`src/rtl/uart_pkg.sv`:
```
// Shared definitions for the UART receive path: state encoding, widths and
// the default oversampling ratio.
package uart_pkg;

  localparam int unsigned OVERSAMPLE_DEF = 16;
  localparam int unsigned DATA_W         = 8;
  localparam int unsigned TICK_W         = 4;
  localparam int unsigned BIT_W          = 3;

  typedef enum logic [2:0] {
    IDLE  = 3'b000,
    START = 3'b001,
    DATA  = 3'b010,
    STOP  = 3'b011,
    BRK   = 3'b100
  } rx_state_t;

endpackage

```
`src/rtl/uart_sync2.sv`:
```
// Two-flop synchronizer for a single asynchronous input; both flops reset to
// the line's idle level (high).
module uart_sync2 (
  input  logic clk_50m,
  input  logic rst_n,
  input  logic d,
  output logic q
);

  logic meta;

  always_ff @(posedge clk_50m or negedge rst_n) begin
    if (!rst_n) begin
      meta <= 1'b1;
      q    <= 1'b1;
    end else begin
      meta <= d;
      q    <= meta;
    end
  end

endmodule

```
`src/rtl/uart_rx.sv`:
```
// Oversampling UART receiver: 8N1 framing, LSB first, mid-bit sampling, with
// frame-error detection and a break state that absorbs a held-low line.
module uart_rx
  import uart_pkg::*;
#(
  parameter int unsigned OVERSAMPLE = OVERSAMPLE_DEF
) (
  input  logic              clk_50m,
  input  logic              rst_n,
  input  logic              clken,
  input  logic              rx,
  output logic [DATA_W-1:0] dout,
  output logic              dout_valid,
  output logic              frame_err,
  output logic              rx_busy
);

  localparam logic [TICK_W-1:0] HALF_LAST = TICK_W'(OVERSAMPLE / 2 - 1);
  localparam logic [TICK_W-1:0] FULL_LAST = TICK_W'(OVERSAMPLE - 1);
  localparam logic [BIT_W-1:0]  LAST_BIT  = BIT_W'(DATA_W - 1);

  rx_state_t         state_q, state_d;
  logic [TICK_W-1:0] tick_q, tick_d;
  logic [BIT_W-1:0]  bit_q, bit_d;
  logic [DATA_W-1:0] shift_q, shift_d;
  logic [DATA_W-1:0] dout_d;
  logic              valid_d, err_d;
  logic              armed_q, armed_d;
  logic              rx_s;

  uart_sync2 u_sync (
    .clk_50m (clk_50m),
    .rst_n   (rst_n),
    .d       (rx),
    .q       (rx_s)
  );

  // The synchronizer resets to 1, so a line still low when reset releases
  // would look like a start bit; armed requires a high sample first.
  always_comb begin
    state_d = state_q;
    tick_d  = tick_q;
    bit_d   = bit_q;
    shift_d = shift_q;
    dout_d  = dout;
    valid_d = 1'b0;
    err_d   = 1'b0;
    armed_d = armed_q;

    if (clken) begin
      if (rx_s) armed_d = 1'b1;

      unique case (state_q)
        IDLE: begin
          if (!rx_s && armed_q) begin
            state_d = START;
            tick_d  = '0;
          end
        end

        START: begin
          if (tick_q == HALF_LAST) begin
            if (rx_s) begin
              state_d = IDLE;
            end else begin
              state_d = DATA;
              tick_d  = '0;
              bit_d   = '0;
            end
          end else begin
            tick_d = tick_q + 1'b1;
          end
        end

        DATA: begin
          if (tick_q == FULL_LAST) begin
            tick_d         = '0;
            shift_d[bit_q] = rx_s;
            bit_d          = bit_q + 1'b1;
            if (bit_q == LAST_BIT) state_d = STOP;
          end else begin
            tick_d = tick_q + 1'b1;
          end
        end

        STOP: begin
          if (tick_q == FULL_LAST) begin
            tick_d = '0;
            if (rx_s) begin
              dout_d  = shift_q;
              valid_d = 1'b1;
              state_d = IDLE;
            end else begin
              err_d   = 1'b1;
              state_d = BRK;
            end
          end else begin
            tick_d = tick_q + 1'b1;
          end
        end

        BRK: begin
          if (rx_s) state_d = IDLE;
        end

        default: state_d = IDLE;
      endcase
    end
  end

  always_ff @(posedge clk_50m or negedge rst_n) begin
    if (!rst_n) begin
      state_q    <= IDLE;
      tick_q     <= '0;
      bit_q      <= '0;
      shift_q    <= '0;
      dout       <= '0;
      dout_valid <= 1'b0;
      frame_err  <= 1'b0;
      armed_q    <= 1'b0;
    end else begin
      state_q    <= state_d;
      tick_q     <= tick_d;
      bit_q      <= bit_d;
      shift_q    <= shift_d;
      dout       <= dout_d;
      dout_valid <= valid_d;
      frame_err  <= err_d;
      armed_q    <= armed_d;
    end
  end

  assign rx_busy = (state_q != IDLE);

endmodule

```
`config.mk`:
```
export PLATFORM = sky130hd
export DESIGN_NAME = uart_rx
export DESIGN_NICKNAME = d
export VERILOG_FILES = /design/src/rtl/uart_pkg.sv /design/src/rtl/uart_sync2.sv /design/src/rtl/uart_rx.sv
export SDC_FILE = /design/constraint.sdc
export NUM_CORES = 1
export LEC_CHECK = 0
export ABC_AREA = 1
export BUFFER_PORTS_ARGS = -buffer_cell sky130_fd_sc_hd__buf_2
export CAP_MARGIN = 20
export CELL_PAD_IN_SITES_DETAIL_PLACEMENT = 0
export CELL_PAD_IN_SITES_GLOBAL_PLACEMENT = 1
export CORE_MARGIN = 5
export CORE_UTILIZATION = 43
export CTS_CLUSTER_SIZE = 25
export DETAILED_ROUTE_END_ITERATION = 8
export GPL_TIMING_DRIVEN = 0
export PLACE_DENSITY_LB_ADDON = 0.1
export SYNTH_ARGS = -nofsm -noshare
export SYNTH_HDL_FRONTEND = slang
export SYNTH_SLANG_ARGS = --single-unit
```
`constraint.sdc`:
```
create_clock -name clk_50m -period 1.8 [get_ports clk_50m]
set_input_delay 0.18 -clock clk_50m [delete_from_list [all_inputs] [get_ports clk_50m]]
set_output_delay 0.18 -clock clk_50m [all_outputs]
set_load 0.01 [all_outputs]
```
After elaboration in Yosys (flattened, before gate mapping)
Cells that the tools add are included.
{"block": "word_totals", "rom_bits": 0, "latch_bits": 0, "wordCells": 72, "output_inout_bits": 11, "memories": 0, "input_bits": 4, "reg_bits": 31, "ramBits": 0}
{"block": "op_classes", "n_bitwise": 0, "div": 0, "multipliers": 0, "n_lt_le_gt_ge": 2, "muxes": 29, "reduce_logical": 14, "n_addsub": 2, "eq_ne": 15, "shift": 0}
{"cell": "two-way mux 3 bit", "count": 10}
{"cell": "two-way mux 4 bit", "count": 4}
{"cell": "one-hot mux 3 bit (5 select lines)", "count": 1}
{"cell": "!= test 2 bit (second input constant)", "count": 6}
{"cell": "one-hot mux 4 bit (3 select lines)", "count": 1}
{"cell": "two-way mux 1 bit", "count": 9}
{"cell": "bitwise mux 8 bit", "count": 1}
{"cell": "AND reduction 4 bit", "count": 2}
{"cell": "AND reduction 7 bit", "count": 1}
{"cell": "equality test 3 x 2 -> 1 bit (second input constant)", "count": 2}
{"cell": "equality test 3 bit (second input constant)", "count": 2}
{"cell": "one-hot mux 3 bit (2 select lines)", "count": 1}
{"cell": "nonzero test 3 bit", "count": 2}
{"cell": "AND reduction 5 bit", "count": 1}
{"cell": "adder 4 x 1 -> 4 bit (second input constant)", "count": 1}
{"cell": "equality test 4 x 3 -> 1 bit (second input constant)", "count": 1}
{"cell": "equality test 4 bit (second input constant)", "count": 1}
{"cell": "< comparator 3 x 4 -> 1 bit (second input constant)", "count": 1}
{"cell": "adder 3 x 1 -> 3 bit (second input constant)", "count": 1}
{"cell": "demux 1 bit (select 3 bit)", "count": 1}
{"cell": "equality test 3 x 1 -> 1 bit (second input constant)", "count": 1}
{"cell": ">= comparator 3 x 1 -> 1 bit (second input constant)", "count": 1}
{"cell": "zero test 3 bit", "count": 1}
{"cell": "!= test 3 bit (second input constant)", "count": 1}
{"cell": "8 further kinds", "count": 9}

Logic depth before layout (Yosys ltp)
{"block": "logic_depth", "word_depth": 5, "depth_mapped": 9, "depth_no_buf": 9}

Hierarchy
From an unflattened synthesis, not the netlist that was laid out.
{"block": "hier_totals", "cells_unflattened": 199, "area_unflattened_um2": 1587.8}
{"mod": "uart_rx", "seq_area_each_um2": 725.7, "area_per_inst_um2": 1535.2, "cells_per_inst": 197, "n_inst": 1}
{"mod": "uart_sync2", "seq_area_each_um2": 52.6, "area_per_inst_um2": 52.6, "cells_per_inst": 2, "n_inst": 1}

Worst setup path after synthesis
OpenSTA, ideal clock, no wires.
{"block": "synth_path", "path_type": "reg-to-reg", "startpoint": "register tick_q[0]", "endpoint": "register state_q[2]", "period_less_slack_ns": 1.290, "n_path_buf": 0, "path_stages_with_launch": 9, "setup_ns": 0.117, "arrival_ns": 1.173, "required_time_ns": 1.683, "slack_ns": 0.510, "path_cell_list": "dfrtp_1 > ha_1 > nand2_1 > nor2_1 > nor2_2 > nor2_4 > nand2_2 > nand2_1 > nand2_1"}
{"block": "synth_between", "elab_chain_len": 3, "word_cells_on_any_way": 6, "cone_classes": "eq/ne: 5; reduce/logical: 1"}
{"element": "start: declaration", "line_no": "uart_rx.sv:23", "rtl": "logic [TICK_W-1:0] tick_q, tick_d;"}
{"element": "start signal: assignment", "line_no": "uart_rx.sv:123", "rtl": "tick_q <= tick_d;"}
{"element": "equality test 4 bit / equality test 4 x 3 -> 1 bit (equally long branches)", "line_no": "uart_rx.sv:76, uart_rx.sv:87, uart_rx.sv:62"}
{"element": "!= test 2 bit (no source line)"}
{"element": "AND reduction 7 bit (no source line) *"}
{"element": "end signal: assignment", "line_no": "uart_rx.sv:122", "rtl": "state_q <= state_d;"}
{"element": "end: declaration", "line_no": "uart_rx.sv:22", "rtl": "rx_state_t state_q, state_d;"}
Every way passes the cells marked *; elsewhere a longest branch is shown, timed or not.
A chain may end at the register's enable or synchronous reset.

Final worst setup path
{"block": "layout_path", "startpoint": "register tick_q[0]", "endpoint": "register state_q[1]"}
The elaborated chain is that of the path after synthesis.

==> summary.md <==
| Metric | Value |
|---|---|
| Die width | 71.5 um |
| Syn Nets | 207 |
| Initial antenna violation count | 0 |
| Max-Cap Viols | 0 |
| DP Worst Slack | 0.365 ns |
| Syn_area_per_cell | 8.13 um2 |
| Power share of the sequential group | 0.382 |
| Mapped Cells | 200 |
| H-tree level count | 2 |
| Clock Pin Slew Worst Setup and Hold Paths | 0.06 ns |
| Max-slew violation count | 0 |
| Post-CTS Setup Inserts | 0 |
| Share of the yosys chip area belonging to registers | 0.479 |
| GRT Total Usage | 0.139 |
| Met2 GRT Util | 0.215 |
| Setup tns final | 0 ns |
| # DRC | 0 |
| RSZ-0062 raised after global routing | false |
| CTS Buf Count | 5 |
| Worst-Skew Late Latency | 0.28 ns |
| Drt initial violations | 31 |
| Mapped Area | 0.00163 mm2 |
| CTS Root Cell | clkbuf_8 |
| ANT cells | 0 |
| Fill cells | 361 |
| Placeable Area | 0.00366 mm2 |
| Crit-path cells | ha_1 > nand2_1 > nor2_1 > nor2_2 > nor2_4 > nand2_2 > nand2_1 > nand2_1 |
| First-pass GRT wire length | 5620 um |
| Logic pwr share | 0.299 |
| CP Launch Type | flip-flop |
| Crit path top cell by count | nand2_1 |
| CP endpoint kind | flip-flop |
| Leak | 1.02 nW |
| Final wirelength | 2990 um |
| CTS resizes | 0 |
| Final Setup Violations | 0 |
| Peak supply drop | 0.615 mV |
| Worst Path Buf+Inv | 0 |
| Hold depth | 3 |
| GRT overflow | 0 |
| Die area | 0.00511 mm2 |
| #FFs+latches synth | 31 |
| M3 GR Usage | 0.0449 |
| WL per Instance | 11.0 um |
| Worst Skew | 0.00615 ns |
| Switching Share | 0.347 |
| TritonCTS clock tree | yes |
| Gpl congestion | 0.775 |
| End of the worst register-to-register path | state_q[1] |
| Port bufs | 14 |
| # IOs | 15 |
| Final Hold Viols | 0 |
| Area growth from synthesis to layout | 16.5% |
| Tcrit/Tclk final | 0.800 |
| CTS Buffer Depth | 2 |
| PnR worst setup slack | 0.361 ns |
| Cell Pwr Density | 1150 mW/mm2 |
| Worst slew pin tran | 0.678 ns |
| HP Class | in -> reg |
| YS warnings | 0 |
| Most common cell after layout, fill and taps aside | nand2_1 |
| Via count | 1282 |
| Num rows | 22 |
| Largest net degree at the start of global routing | 32 |
| Flop-to-flop setup slack | 0.36 ns |
| Commonest non-fill, non-tap cells in the layout | nand2_1 (64), dfrtp_1 (29), inv_1 (22) |
| Slowest-stage cell, CP | dfrtp_1 |
| Crit path arrival time | 1.61 ns |
| Die Height | 71.5 um |
| Slew headroom | 0.548 |
| Status | complete, no violations |
| Final nets | 230 |
| Antenna Violating Nets Remaining | 0 |
| Via density | 4.71 |
| CTS sink cnt | 31 |
| Setup CP Type | reg -> reg |
| Clock power share | 0.319 |
| Post-detail-place hpwl | 2280 um |
| Critical path peak fanout | 7 |
| Fmax achieved | 0.695 GHz |
| TritonRoute pass-1 iters | 4 |
| Fin Hold WS | 0.199 ns |
| Critical Path RT | 1.97 ns |
| R2R depth | 8 |
| GRT busiest layer | met2 |
| Cell Int Power | 1.42 mW |
| P_sw | 0.755 mW |
| Vias in the first global route | 1253 |
| Initial Util | 0.444 |
| Met1 GRT Util | 0.181 |
| Synth unique cells | 23 |
| Hold Path End | armed_q |
| RR Startpoint | tick_q[0] |
| Hold wc startpoint | clken |
| Final worst path period need | 1.44 ns |
| Largest delay share family, worst path | simple AND/OR/NAND/NOR gates |
| Max incr delay on CP | 0.39 ns |
| Share of cells above drive strength 1 | 0.228 |
==> registers in the layout, indices dropped and copies added (netlist names) <==
signal and count:
dout 8, shift_q 8, tick_q 4, bit_q 3
state_q 3, armed_q 1, dout_valid 1, frame_err 1
u_sync.meta 1, u_sync.q 1
==> final cells by class <==
cell class | count | area [um2] | area share
well taps | 48 | 60.1 | 0.0317
clock inverters | 2 | 35.0 | 0.0185
repair buffers | 16 | 90.1 | 0.0476
plain buffers | 4 | 37.5 | 0.0198
flip-flops and latches | 31 | 778 | 0.411
multi-input cells | 139 | 711 | 0.375
inverters | 26 | 98.8 | 0.0522
clock buffers | 6 | 82.6 | 0.0436
==> power groups by stage <==
stage	Clock, mW	Sequential, mW	Combinational (mW)
floorplan	0	0.828	0.524
global placement	0	0.840	0.645
detailed placement	0	0.844	0.654
CTS	0.719	0.831	0.658
global route	0.757	0.843	0.741
finish	0.695	0.831	0.649
==> synth_stat cells <==
master	number	share of area
o21ai_0	4	0.012
buf_1	1	0.0023
dfrtp_1	29	0.45
nand3_1	16	0.049
clkinv_2	1	0.0031
xor2_1	1	0.0054
ha_1	3	0.023
inv_1	22	0.051
dfstp_2	2	0.032
nand3_2	5	0.031
nor3_1	2	0.0062
nand2_4	1	0.0069
a21oi_1	4	0.012
nor2_1	17	0.039
nor2_2	4	0.015
o21ai_1	3	0.0092
nand2_1	64	0.15
buf_6	3	0.021
nor2_4	5	0.035
o21ai_2	4	0.022
nand4_1	5	0.019
inv_2	3	0.0069
nand2_2	1	0.0039
==> how the worst max path moves through the flow <==
| stage | from | to | slack, ns | cells past startpoint |
|---|---|---|---|---|
| after floorplan | tick_q[0] | state_q[2] | 0.51 | 8 |
| after global placement | tick_q[0] | state_q[2] | 0.38 | 8 |
| after detailed placement | tick_q[0] | state_q[1] | 0.37 | 8 |
| after CTS | tick_q[0] | state_q[1] | 0.35 | 8 |
| after global routing | tick_q[0] | state_q[2] | 0.15 | 8 |
| final | tick_q[0] | state_q[1] | 0.36 | 8 |
==> per-stage QoR <==
step / total power [mW] / cell area [um2] / std cells / utilization
6_report: 2.18 / 1890 / 272 / 0.517
3_5_place_dp: 1.50 / 1760 / 262 / 0.479
2_1_floorplan: 1.35 / 1630 / 200 / -
3_3_place_gp: 1.49 / 1760 / 262 / 0.479
4_1_cts: 2.21 / 1890 / 272 / 0.517
5_1_grt: 2.34 / 1890 / 272 / 0.517
==> timing repair <==
| item | CTS | global route |
|---|---|---|
| hold endpoints to repair | 30 | 0 |
| hold buffers | 2 | 0 |
| endpoints found under the setup margin | 0 | 0 |
==> cell families after synthesis <==
kind of cell / count (synthesis) / share of synthesized area
adder cells (fa/ha/maj): 3 / 0.0231
buffers and inverters: 30 / 0.0839
flip-flops: 31 / 0.479
XOR/XNOR: 1 / 0.00539
AND/OR/NAND/NOR: 120 / 0.353
AO/OA/AOI/OAI: 15 / 0.0554
==> routing by layer <==
layer	up-vias	share of wire
met5	-	0
met4	0	0.019
met3	5	0.048
met2	20	0.45
met1	581	0.48
li1	676	-
==> tightest hold or removal path, stage by stage <==
cell and delay [ns]:
buf_2 0.13, nand2_1 0.08, nand2_1 0.05
(Power assumes the default switching activity.)
